--- config.mk ---
export PLATFORM = sky130hd
export DESIGN_NAME = ft_frame_sequencer
export DESIGN_NICKNAME = d
export VERILOG_FILES = /design/src/rtl/ft_seq_pkg.sv /design/src/rtl/ft_fifo_reader.sv /design/src/rtl/ft_frame_sequencer.sv
export SDC_FILE = /design/constraint.sdc
export NUM_CORES = 1
export LEC_CHECK = 0
export CORE_MARGIN = 5
export CORE_UTILIZATION = 55
export DETAILED_ROUTE_END_ITERATION = 12
export GPL_ROUTABILITY_DRIVEN = 0
export HOLD_SLACK_MARGIN = 0.1
export PLACE_DENSITY = 0.8
export SKIP_CTS_REPAIR_TIMING = 1
export SYNTH_ARGS = -nofsm -noshare
export SYNTH_HDL_FRONTEND = slang
export SYNTH_SLANG_ARGS = --single-unit
--- constraint.sdc ---
create_clock -name clock_60_mhz -period 3 [get_ports clock_60_mhz]
set_input_delay 0.9 -clock clock_60_mhz [delete_from_list [all_inputs] [get_ports clock_60_mhz]]
set_output_delay 0.9 -clock clock_60_mhz [all_outputs]
set_load 0.05 [all_outputs]
--- src/rtl/ft_seq_pkg.sv ---
// Shared constants and state encodings for the FT2232H frame sequencer.
package ft_seq_pkg;

    localparam logic [7:0] SYNC0 = 8'hDD;
    localparam logic [7:0] SYNC1 = 8'hCC;
    localparam logic [7:0] SYNC2 = 8'hBB;
    localparam logic [7:0] SYNC3 = 8'hAA;

    typedef enum logic [1:0] {
        HUNT   = 2'd0,
        PIX_HI = 2'd1,
        PIX_LO = 2'd2
    } frame_state_e;

    typedef enum logic [1:0] {
        RD_IDLE   = 2'd0,
        RD_OE     = 2'd1,
        RD_ACTIVE = 2'd2
    } rd_state_e;

    function automatic int unsigned num_pixels(input int unsigned width, input int unsigned height);
        return width * height;
    endfunction

endpackage

--- src/rtl/ft_fifo_reader.sv ---
// FT2232H synchronous-FIFO read handshake: asserts oe_n, then rd_n, while rxf_n stays low.
module ft_fifo_reader
    import ft_seq_pkg::*;
(
    input  logic       clock_60_mhz,
    input  logic       reset,
    input  logic       rxf_n,
    input  logic [7:0] data,
    output logic       oe_n,
    output logic       rd_n,
    output logic       byte_vld,
    output logic [7:0] byte_data
);

    rd_state_e state_q, state_d;
    logic      oe_n_q, oe_n_d;
    logic      rd_n_q, rd_n_d;

    always_comb begin
        state_d = state_q;
        oe_n_d  = oe_n_q;
        rd_n_d  = rd_n_q;
        if (rxf_n) begin
            state_d = RD_IDLE;
            oe_n_d  = 1'b1;
            rd_n_d  = 1'b1;
        end else begin
            unique case (state_q)
                RD_IDLE: begin
                    state_d = RD_OE;
                    oe_n_d  = 1'b0;
                end
                RD_OE: begin
                    state_d = RD_ACTIVE;
                    rd_n_d  = 1'b0;
                end
                RD_ACTIVE: begin
                end
                default: begin
                    state_d = RD_IDLE;
                    oe_n_d  = 1'b1;
                    rd_n_d  = 1'b1;
                end
            endcase
        end
    end

    always_ff @(posedge clock_60_mhz) begin
        if (reset) begin
            state_q <= RD_IDLE;
            oe_n_q  <= 1'b1;
            rd_n_q  <= 1'b1;
        end else begin
            state_q <= state_d;
            oe_n_q  <= oe_n_d;
            rd_n_q  <= rd_n_d;
        end
    end

    // The chip hands over a byte on every edge where our registered strobe and its rxf_n are both low.
    assign byte_vld  = ~rd_n_q & ~rxf_n;
    assign byte_data = data;
    assign oe_n      = oe_n_q;
    assign rd_n      = rd_n_q;

endmodule

--- src/rtl/ft_frame_sequencer.sv ---
// Frames the FT2232H depth byte stream into indexed 16-bit pixels after a DD,CC,BB,AA header.
// Optional FT_SEQ_RESYNC_EN: header matching also mid-frame, restarting the frame and pulsing err_short.
module ft_frame_sequencer
    import ft_seq_pkg::*;
#(
    parameter int WIDTH       = 512,
    parameter int HEIGHT      = 424,
    parameter int LOGSIZE     = 18,
    parameter int TIMEOUT_CYC = 4096
) (
    input  logic               clock_60_mhz,
    input  logic               reset,
    input  logic               rxf_n,
    input  logic [7:0]         data,
    input  logic               capture_req,
    output logic               oe_n,
    output logic               rd_n,
    output logic               pix_valid,
    output logic [15:0]        pix_data,
    output logic [LOGSIZE-1:0] pix_index,
    output logic               pix_capture,
    output logic               frame_start,
    output logic               frame_done,
    output logic               busy,
    output logic               err_timeout,
    output logic               err_short,
    output logic [7:0]         frame_count
);

    localparam int unsigned        NPIX     = num_pixels(WIDTH, HEIGHT);
    localparam logic [LOGSIZE-1:0] LAST_IDX = LOGSIZE'(NPIX - 1);
    localparam int                 TW       = $clog2(TIMEOUT_CYC);
    localparam logic [TW-1:0]      TMO_LAST = TW'(TIMEOUT_CYC - 1);
`ifdef FT_SEQ_RESYNC_EN
    localparam bit RESYNC_EN = 1'b1;
`else
    localparam bit RESYNC_EN = 1'b0;
`endif

    logic       byte_vld;
    logic [7:0] byte_data;

    ft_fifo_reader u_reader (
        .clock_60_mhz (clock_60_mhz),
        .reset        (reset),
        .rxf_n        (rxf_n),
        .data         (data),
        .oe_n         (oe_n),
        .rd_n         (rd_n),
        .byte_vld     (byte_vld),
        .byte_data    (byte_data)
    );

    frame_state_e       state_q, state_d;
    logic [23:0]        sync_q, sync_d;
    logic [7:0]         hi_q, hi_d;
    logic [LOGSIZE-1:0] idx_q, idx_d;
    logic [TW-1:0]      tmo_q, tmo_d;
    logic               pix_valid_q, pix_valid_d;
    logic [15:0]        pix_data_q, pix_data_d;
    logic [LOGSIZE-1:0] pix_index_q, pix_index_d;
    logic               pix_capture_q, pix_capture_d;
    logic               frame_start_q, frame_start_d;
    logic               frame_done_q, frame_done_d;
    logic               busy_q, busy_d;
    logic               err_timeout_q, err_timeout_d;
    logic [7:0]         frame_count_q, frame_count_d;
`ifdef FT_SEQ_RESYNC_EN
    logic               err_short_q, err_short_d;
`endif

    logic matcher_on;
    logic header_hit;

    // Without resync the matcher is frozen during a frame, so header-like pixel bytes stay pixels.
    assign matcher_on = (state_q == HUNT) || RESYNC_EN;
    assign header_hit = ({sync_q, byte_data} == {SYNC0, SYNC1, SYNC2, SYNC3});

    always_comb begin
        state_d       = state_q;
        sync_d        = sync_q;
        hi_d          = hi_q;
        idx_d         = idx_q;
        tmo_d         = tmo_q;
        pix_valid_d   = 1'b0;
        pix_data_d    = pix_data_q;
        pix_index_d   = pix_index_q;
        pix_capture_d = pix_capture_q;
        frame_start_d = 1'b0;
        frame_done_d  = 1'b0;
        busy_d        = busy_q;
        err_timeout_d = 1'b0;
        frame_count_d = frame_count_q;
`ifdef FT_SEQ_RESYNC_EN
        err_short_d   = 1'b0;
`endif

        if (byte_vld && matcher_on) begin
            sync_d = {sync_q[15:0], byte_data};
        end

        if (byte_vld && matcher_on && header_hit) begin
            // Header bytes are flushed from the matcher so they can never pair into pixels.
            state_d       = PIX_HI;
            sync_d        = '0;
            idx_d         = '0;
            tmo_d         = '0;
            frame_start_d = 1'b1;
            busy_d        = 1'b1;
            pix_capture_d = capture_req;
`ifdef FT_SEQ_RESYNC_EN
            err_short_d   = (state_q != HUNT);
`endif
        end else if (byte_vld) begin
            tmo_d = '0;
            unique case (state_q)
                HUNT: begin
                end
                PIX_HI: begin
                    hi_d    = byte_data;
                    state_d = PIX_LO;
                end
                PIX_LO: begin
                    pix_valid_d = 1'b1;
                    pix_data_d  = {hi_q, byte_data};
                    pix_index_d = idx_q;
                    state_d     = PIX_HI;
                    if (idx_q == LAST_IDX) begin
                        frame_done_d  = 1'b1;
                        frame_count_d = frame_count_q + 8'd1;
                        busy_d        = 1'b0;
                        idx_d         = '0;
                        state_d       = HUNT;
                    end else begin
                        idx_d = idx_q + LOGSIZE'(1);
                    end
                end
                default: state_d = HUNT;
            endcase
        end else if (state_q != HUNT) begin
            // A stalled mid-frame stream drops any half pixel and goes back to hunting.
            if (tmo_q == TMO_LAST) begin
                err_timeout_d = 1'b1;
                busy_d        = 1'b0;
                idx_d         = '0;
                tmo_d         = '0;
                state_d       = HUNT;
            end else begin
                tmo_d = tmo_q + TW'(1);
            end
        end
    end

    always_ff @(posedge clock_60_mhz) begin
        if (reset) begin
            state_q       <= HUNT;
            sync_q        <= '0;
            idx_q         <= '0;
            tmo_q         <= '0;
            pix_valid_q   <= 1'b0;
            pix_data_q    <= '0;
            pix_index_q   <= '0;
            pix_capture_q <= 1'b0;
            frame_start_q <= 1'b0;
            frame_done_q  <= 1'b0;
            busy_q        <= 1'b0;
            err_timeout_q <= 1'b0;
            frame_count_q <= '0;
        end else begin
            state_q       <= state_d;
            sync_q        <= sync_d;
            idx_q         <= idx_d;
            tmo_q         <= tmo_d;
            pix_valid_q   <= pix_valid_d;
            pix_data_q    <= pix_data_d;
            pix_index_q   <= pix_index_d;
            pix_capture_q <= pix_capture_d;
            frame_start_q <= frame_start_d;
            frame_done_q  <= frame_done_d;
            busy_q        <= busy_d;
            err_timeout_q <= err_timeout_d;
            frame_count_q <= frame_count_d;
        end
    end

    always_ff @(posedge clock_60_mhz) begin
        hi_q <= hi_d;
    end

`ifdef FT_SEQ_RESYNC_EN
    always_ff @(posedge clock_60_mhz) begin
        if (reset) begin
            err_short_q <= 1'b0;
        end else begin
            err_short_q <= err_short_d;
        end
    end
    assign err_short = err_short_q;
`else
    assign err_short = 1'b0;
`endif

    assign pix_valid   = pix_valid_q;
    assign pix_data    = pix_data_q;
    assign pix_index   = pix_index_q;
    assign pix_capture = pix_capture_q;
    assign frame_start = frame_start_q;
    assign frame_done  = frame_done_q;
    assign busy        = busy_q;
    assign err_timeout = err_timeout_q;
    assign frame_count = frame_count_q;

endmodule

== Word-level counts from Yosys, hierarchy flattened ==
Cells that the tools add are included.

* Register bits: 116
* Logic and storage cells: 89

* $add $sub $neg: 3
* Equality and inequality tests: 12
* Mux-type cells: 25
* Bitwise gates (word level): 7
* Reductions and logical operators: 24

{| class="wikitable"
|+ Operator list
! kind !! count
|-
| $mux 18 || 5
|-
| $eq 32x32->1 const B || 1
|-
| $add 18x1->18 const B || 1
|-
| $eq 18x18->1 const B || 1
|-
| $reduce_and 3->1 || 5
|-
| $add 12x1->12 const B || 1
|-
| $eq 12x12->1 const B || 1
|-
| $mux 1 || 12
|-
| $mux 12 || 1
|-
| $pmux 2 s3 || 2
|-
| $add 8x1->8 const B || 1
|-
| $reduce_and 4->1 || 2
|-
| $reduce_or 2->1 || 4
|-
| $reduce_or 4->1 || 2
|-
| $mux 2 || 3
|-
| $ne 3x1->1 const B || 2
|-
| $not 1->1 || 6
|-
| $reduce_bool 2->1 || 3
|-
| $reduce_bool 3->1 || 2
|-
| $reduce_or 3->1 || 2
|-
| $eq 2x1->1 const B || 2
|-
| $eq 2x2->1 const B || 2
|-
| $logic_not 2->1 || 2
|-
| $pmux 1 s2 || 2
|-
| other kinds (5) || 6
|}

== Depth between registers and ports, before layout ==
* Depth in word-level cells: 6
* Gate-level depth with buffers: 7
* Depth with buffers taken out: 6

== By module ==
From an unflattened synthesis, not the netlist that was laid out.

* Cell total of the unflattened synthesis: 542
* Area, all modules: 4,673.2 um2

{| class="wikitable"
|+ Modules (own cells, without submodules)
! module !! times used !! cells an instance !! area each (um2) !! seq. area each (um2)
|-
| ft_frame_sequencer || 1 || 512 || 4,394.2 || 2,322.2
|-
| ft_fifo_reader || 1 || 30 || 279.0 || 80.1
|}

== Least setup slack after synthesis ==
Ideal clock, no wire load.

* Path type: in2reg
* Start point: input port data[2]
* End point: register idx_q[0]
* Data arrival time: 2.341 ns
* Data required time: 2.883 ns
* Path slack: 0.542 ns
* Stages: 6
* Path buffers: 1
* Path through: or4bb_1 nor4_1 nand3_1 nand2_1 buf_2 nor2_1

* Cells in the longest elaborated chain, start to end: 3

{| class="wikitable"
|+ RTL lines
! element !! line !! source
|-
| start: declaration || ft_frame_sequencer.sv:14 || <nowiki>input logic [7:0] data,</nowiki>
|-
| $eq 32x32->1 || ft_frame_sequencer.sv:77 || <nowiki>assign header_hit = ({sync_q, byte_data} == {SYNC0, SYNC1, SYNC2, SYNC3});</nowiki>
|-
| $logic_and 1x1->1 || ft_frame_sequencer.sv:102 || <nowiki>if (byte_vld && matcher_on && header_hit) begin</nowiki>
|-
| $reduce_or 2->1 (no source line) || -- ||
|-
| end signal: assignment || ft_frame_sequencer.sv:172 || <nowiki>idx_q <= idx_d;</nowiki>
|-
| end: declaration || ft_frame_sequencer.sv:57 || <nowiki>logic [LOGSIZE-1:0] idx_q, idx_d;</nowiki>
|}

Every way passes these cells.
A chain may end at the register's enable or synchronous reset.

== Worst setup path after layout ==
* Start point: register frame_count_q[4] (netlist: frame_count[4])
* End point: output port frame_count[4]

{| class="wikitable"
|+ RTL lines
! element !! line !! source
|-
| start: declaration || ft_frame_sequencer.sv:67 || <nowiki>logic [7:0] frame_count_q, frame_count_d;</nowiki>
|-
| start signal: assignment || ft_frame_sequencer.sv:182 || <nowiki>frame_count_q <= frame_count_d;</nowiki>
|-
| end: declaration || ft_frame_sequencer.sv:27 || <nowiki>output logic [7:0] frame_count</nowiki>
|}

No word-level cell between the ends.

==> impl_summary.txt <==
----------------------------------------------------
[Status]
  Result of the run ... finished, final reports clean

[STA]
  Setup repair after global routing missed its margin ... no
  Worst Clk Skew ... 0.00845 ns
  Setup total negative slack ... 0 ns
  Worst slew margin relative to its limit ... 48.3%
  Hold Violations, Final ... 0
  Maximum clock rate ... 0.369 GHz
  Worst slew pin tran ... 0.772 ns
  Final Max Tran Viols ... 0
  Final setup violation count ... 0
  Fin crit period ... 2.71 ns
  Final period utilization ... 90.4%

[Synthesis]
  Proportion of synthesized chip area in sequential cells ... 50.2%
  Gate count after technology mapping ... 560
  Commonest register cell after synthesis ... sky130_fd_sc_hd__dfxtp_1
  Post-synthesis average cell area ... 8.55 um^2
  Post-Syn Nets ... 579
  Total of flip-flops plus latches after synthesis ... 116
  Async S/R FF share, synth ... 0%
  Cell variety after synth ... 56
  Total standard cell area after synthesis ... 0.00479 mm^2
  Post-synth EDFFs ... 8
  Total number of yosys warnings ... 0

[Global route]
  Maximum number of pins on one net before global-route repair ... 36
  First-pass GRT wire length ... 19800 um
  Number of antenna violations at the first check in global routing ... 0
  All-layer global routing usage ... 23.5%
  Via count of the first global-routing pass ... 4246
  Overflow left after global routing ... 0

[Clock tree]
  TritonCTS clock tree ... yes
  Clk Tree Root Cell ... sky130_fd_sc_hd__clkbuf_8
  Number of clock buffers inserted by TritonCTS ... 17
  Clk slew on worst S/H paths ... 0.06 ns
  Depth of the CTS H-tree ... 4
  Clock network latency to the later pin of the worst-skew pair ... 0.52 ns
  Clock tree sinks ... 116
  Largest buffer count on any clock path ... 2

[Critical path]
  Startpoint of the most critical register-to-register path ... idx_q[1]$_SDFFE_PP0P_
  Critical path launch point type ... flip-flop
  Capturing element type of the critical path ... output port
  End of the worst register-to-register path ... idx_q[5]$_SDFFE_PP0P_
  Required time at the worst-slack endpoint ... 2.10 ns
  CP Cell Sequence ... clkdlybuf4s50_1
  Total buffers and inverters traversed by the critical path ... 1
  Cells on worst reg2reg path ... 6
  Slowest stage cell on the critical path ... sky130_fd_sc_hd__clkdlybuf4s50_1
  Kind of cell with the highest combined delay on the critical path ... buffers and inverters
  CP max FO ... 5
  CP max stage delay ... 0.85 ns
  Kind of critical path ... reg -> out
  Arrival time of data at the critical path endpoint ... 1.81 ns
  Worst setup slack for register-to-register paths ... 0.42 ns

[Power and ir drop]
  Worst VDD drop ... 0.365 mV
  Static leakage power ... 0.00207 uW
  Power density over the cells ... 595 mW/mm^2
  Total Power ... 3690 uW

[Detailed routing]
  Number of remaining DRC errors ... 0
  First drt pass iteration count ... 5
  Number of antenna-violating nets in the routed design ... 0
  Via count normalized by instance count ... 5.73
  Iter 0 DRT Violations ... 267
  Vias after detailed routing ... 4340
  Post-detailed-route wirelength per cell ... 15.7 um
  Final wirelength ... 11900 um

[Floorplan]
  Die Span Y ... 103 um
  Initial cell density of the core ... 55.7%
  Placement Rows ... 34
  Die X ... 103 um
  Core footprint ... 0.00859 mm^2
  I/O pin count ... 63
  Total Die Area ... 0.0107 mm^2

[Final layout]
  # diodes ... 0
  Final net count ... 655
  Fraction of final layout cells sized beyond drive strength 1 ... 10.6%
  Synth-to-layout area growth ... 29.5%

[Worst hold path]
  Source of the worst hold timing path ... sync_q[21]$_SDFFE_PP0P_
  Worst hold stages ... 2
  Worst hold path class ... reg -> reg
  Hold worst-path end ... sync_q[21]$_SDFFE_PP0P_

[Run]
  Number of maximum-capacitance violations ... 0

[Placement]
  Hpwl dp ... 8060 um
  Number of I/O port buffers ... 61

----------------------------------------------------
worst register-to-register path, cell delays in order (launching register included):
cell and delay (ns):
sky130_fd_sc_hd__dfxtp_1 0.40, sky130_fd_sc_hd__ha_1 0.26, sky130_fd_sc_hd__nand3_2 0.15, sky130_fd_sc_hd__or4_1 0.80, sky130_fd_sc_hd__o21ai_0 0.48, sky130_fd_sc_hd__o21ai_0 0.16, sky130_fd_sc_hd__a31o_1 0.23
logic make-up (layout without fill, tap and decap cells):
kind of cell             after synthesis  in the layout  share of synthesized area [%]
multiplexers                           5              5                           1.04
AO/OA/AOI/OAI                        125            125                           15.5
adder cells (fa/ha/maj)                7              7                           1.83
flip-flops                           116            116                           50.2
XOR/XNOR                              16             16                           2.93
AND/OR/NAND/NOR                      252            252                           25.2
buffers and inverters                 38            127                           3.19
other                                  1              1                         0.0783
sequential cells by signal (all words and copies together), names as in the netlist:
name	cells
busy	1
err_timeout	1
frame_count	8
frame_done	1
frame_start	1
hi_q	8
idx_q	18
pix_capture	1
pix_data	16
pix_index	18
pix_valid	1
state_q	2
sync_q	24
tmo_q	12
u_reader.oe_n	1
u_reader.rd_n	1
u_reader.state_q	2
Yosys cell counts, drive strengths merged, types with 8 or more instances:
cell	number	share of area (%)
a21oi	77	8.0
clkbuf	22	1.7
nor4	9	1.8
edfxtp	8	5.0
xor2	9	1.6
nor3	15	1.7
o21ai	11	1.2
nand4	9	1.2
nor2	35	2.7
nand2	138	11
nand3	15	1.9
dfxtp	108	45
buf	9	0.91
through the flow:
| stage | area [um^2] | util [%] | cells | setup slack, ns | hold WS (ns) |
|---|---|---|---|---|---|
| 2_1_floorplan | 4790 | - | 560 | 0.542 | 0.431 |
| 3_3_place_gp | 5610 | 65.3 | 725 | 0.0160 | 0.437 |
| 3_5_place_dp | 5610 | 65.3 | 725 | -0.0304 | 0.445 |
| 4_1_cts | 6200 | 72.2 | 757 | 0.277 | 0.454 |
| 5_1_grt | 6200 | 72.2 | 757 | 0.226 | 0.474 |
| 6_report | 6200 | 72.2 | 757 | 0.287 | 0.452 |
where the power goes:
part	internal [uW]	total [uW]	switching (uW)
Sequential	1560	1570	5.44
Combinational	34.8	95.9	61.1
Clock	1270	2020	750
layout by cell type, fill, tap and decap left out, types with 3 or more instances in the layout:
cell type and instances:
sky130_fd_sc_hd__a21oi_1 77, sky130_fd_sc_hd__a221oi_1 3, sky130_fd_sc_hd__a31o_1 3, sky130_fd_sc_hd__a31oi_1 3, sky130_fd_sc_hd__and3_1 5, sky130_fd_sc_hd__buf_4 27
sky130_fd_sc_hd__bufinv_16 3, sky130_fd_sc_hd__clkbuf_16 16, sky130_fd_sc_hd__clkdlybuf4s50_1 60, sky130_fd_sc_hd__clkinv_4 3, sky130_fd_sc_hd__dfxtp_1 108, sky130_fd_sc_hd__edfxtp_1 8
sky130_fd_sc_hd__ha_1 7, sky130_fd_sc_hd__inv_1 7, sky130_fd_sc_hd__inv_6 4, sky130_fd_sc_hd__mux2i_1 5, sky130_fd_sc_hd__nand2_1 138, sky130_fd_sc_hd__nand3_1 13
sky130_fd_sc_hd__nand4_1 9, sky130_fd_sc_hd__nand4b_1 4, sky130_fd_sc_hd__nor2_1 34, sky130_fd_sc_hd__nor3_1 14, sky130_fd_sc_hd__nor3b_1 4, sky130_fd_sc_hd__nor4_1 6
sky130_fd_sc_hd__o2111ai_1 4, sky130_fd_sc_hd__o211ai_1 6, sky130_fd_sc_hd__o21ai_0 10, sky130_fd_sc_hd__o31ai_1 6, sky130_fd_sc_hd__or4_1 4, sky130_fd_sc_hd__xnor2_1 7
sky130_fd_sc_hd__xor2_1 9
worst max path at each step:
stage	from	to	slack (ns)	cells past startpoint
final	frame_count[4]$_SDFFE_PP0P_	frame_count[4]	0.29	1
after global routing	frame_count[4]$_SDFFE_PP0P_	frame_count[4]	0.23	1
after CTS	frame_count[4]$_SDFFE_PP0P_	frame_count[4]	0.28	1
after detailed placement	data[2]	idx_q[5]$_SDFFE_PP0P_	-0.03	6
after global placement	data[2]	idx_q[17]$_SDFFE_PP0P_	0.02	7
after floorplan	data[2]	idx_q[0]$_SDFFE_PP0P_	0.54	6
layer usage:
metal / up-vias / track usage, % / wire length, um
li1: 2120 / - / -
met1: 2050 / 29.8 / 5170
met2: 145 / 37.7 / 5770
met3: 25 / 7.18 / 733
met4: 0 / 9.26 / 222
met5: - / 0 / 0
area by class of cell:
type / instances / area (um^2)
Sequential cell: 116 / 2400
Fill cell: 640 / 2390
Multi-Input combinational cell: 406 / 2240
Timing Repair Buffer: 88 / 808
Clock buffer: 18 / 418
Clock inverter: 14 / 176
Tap cell: 108 / 135
Inverter: 7 / 26.3
Power figures use the tool's default switching activity.
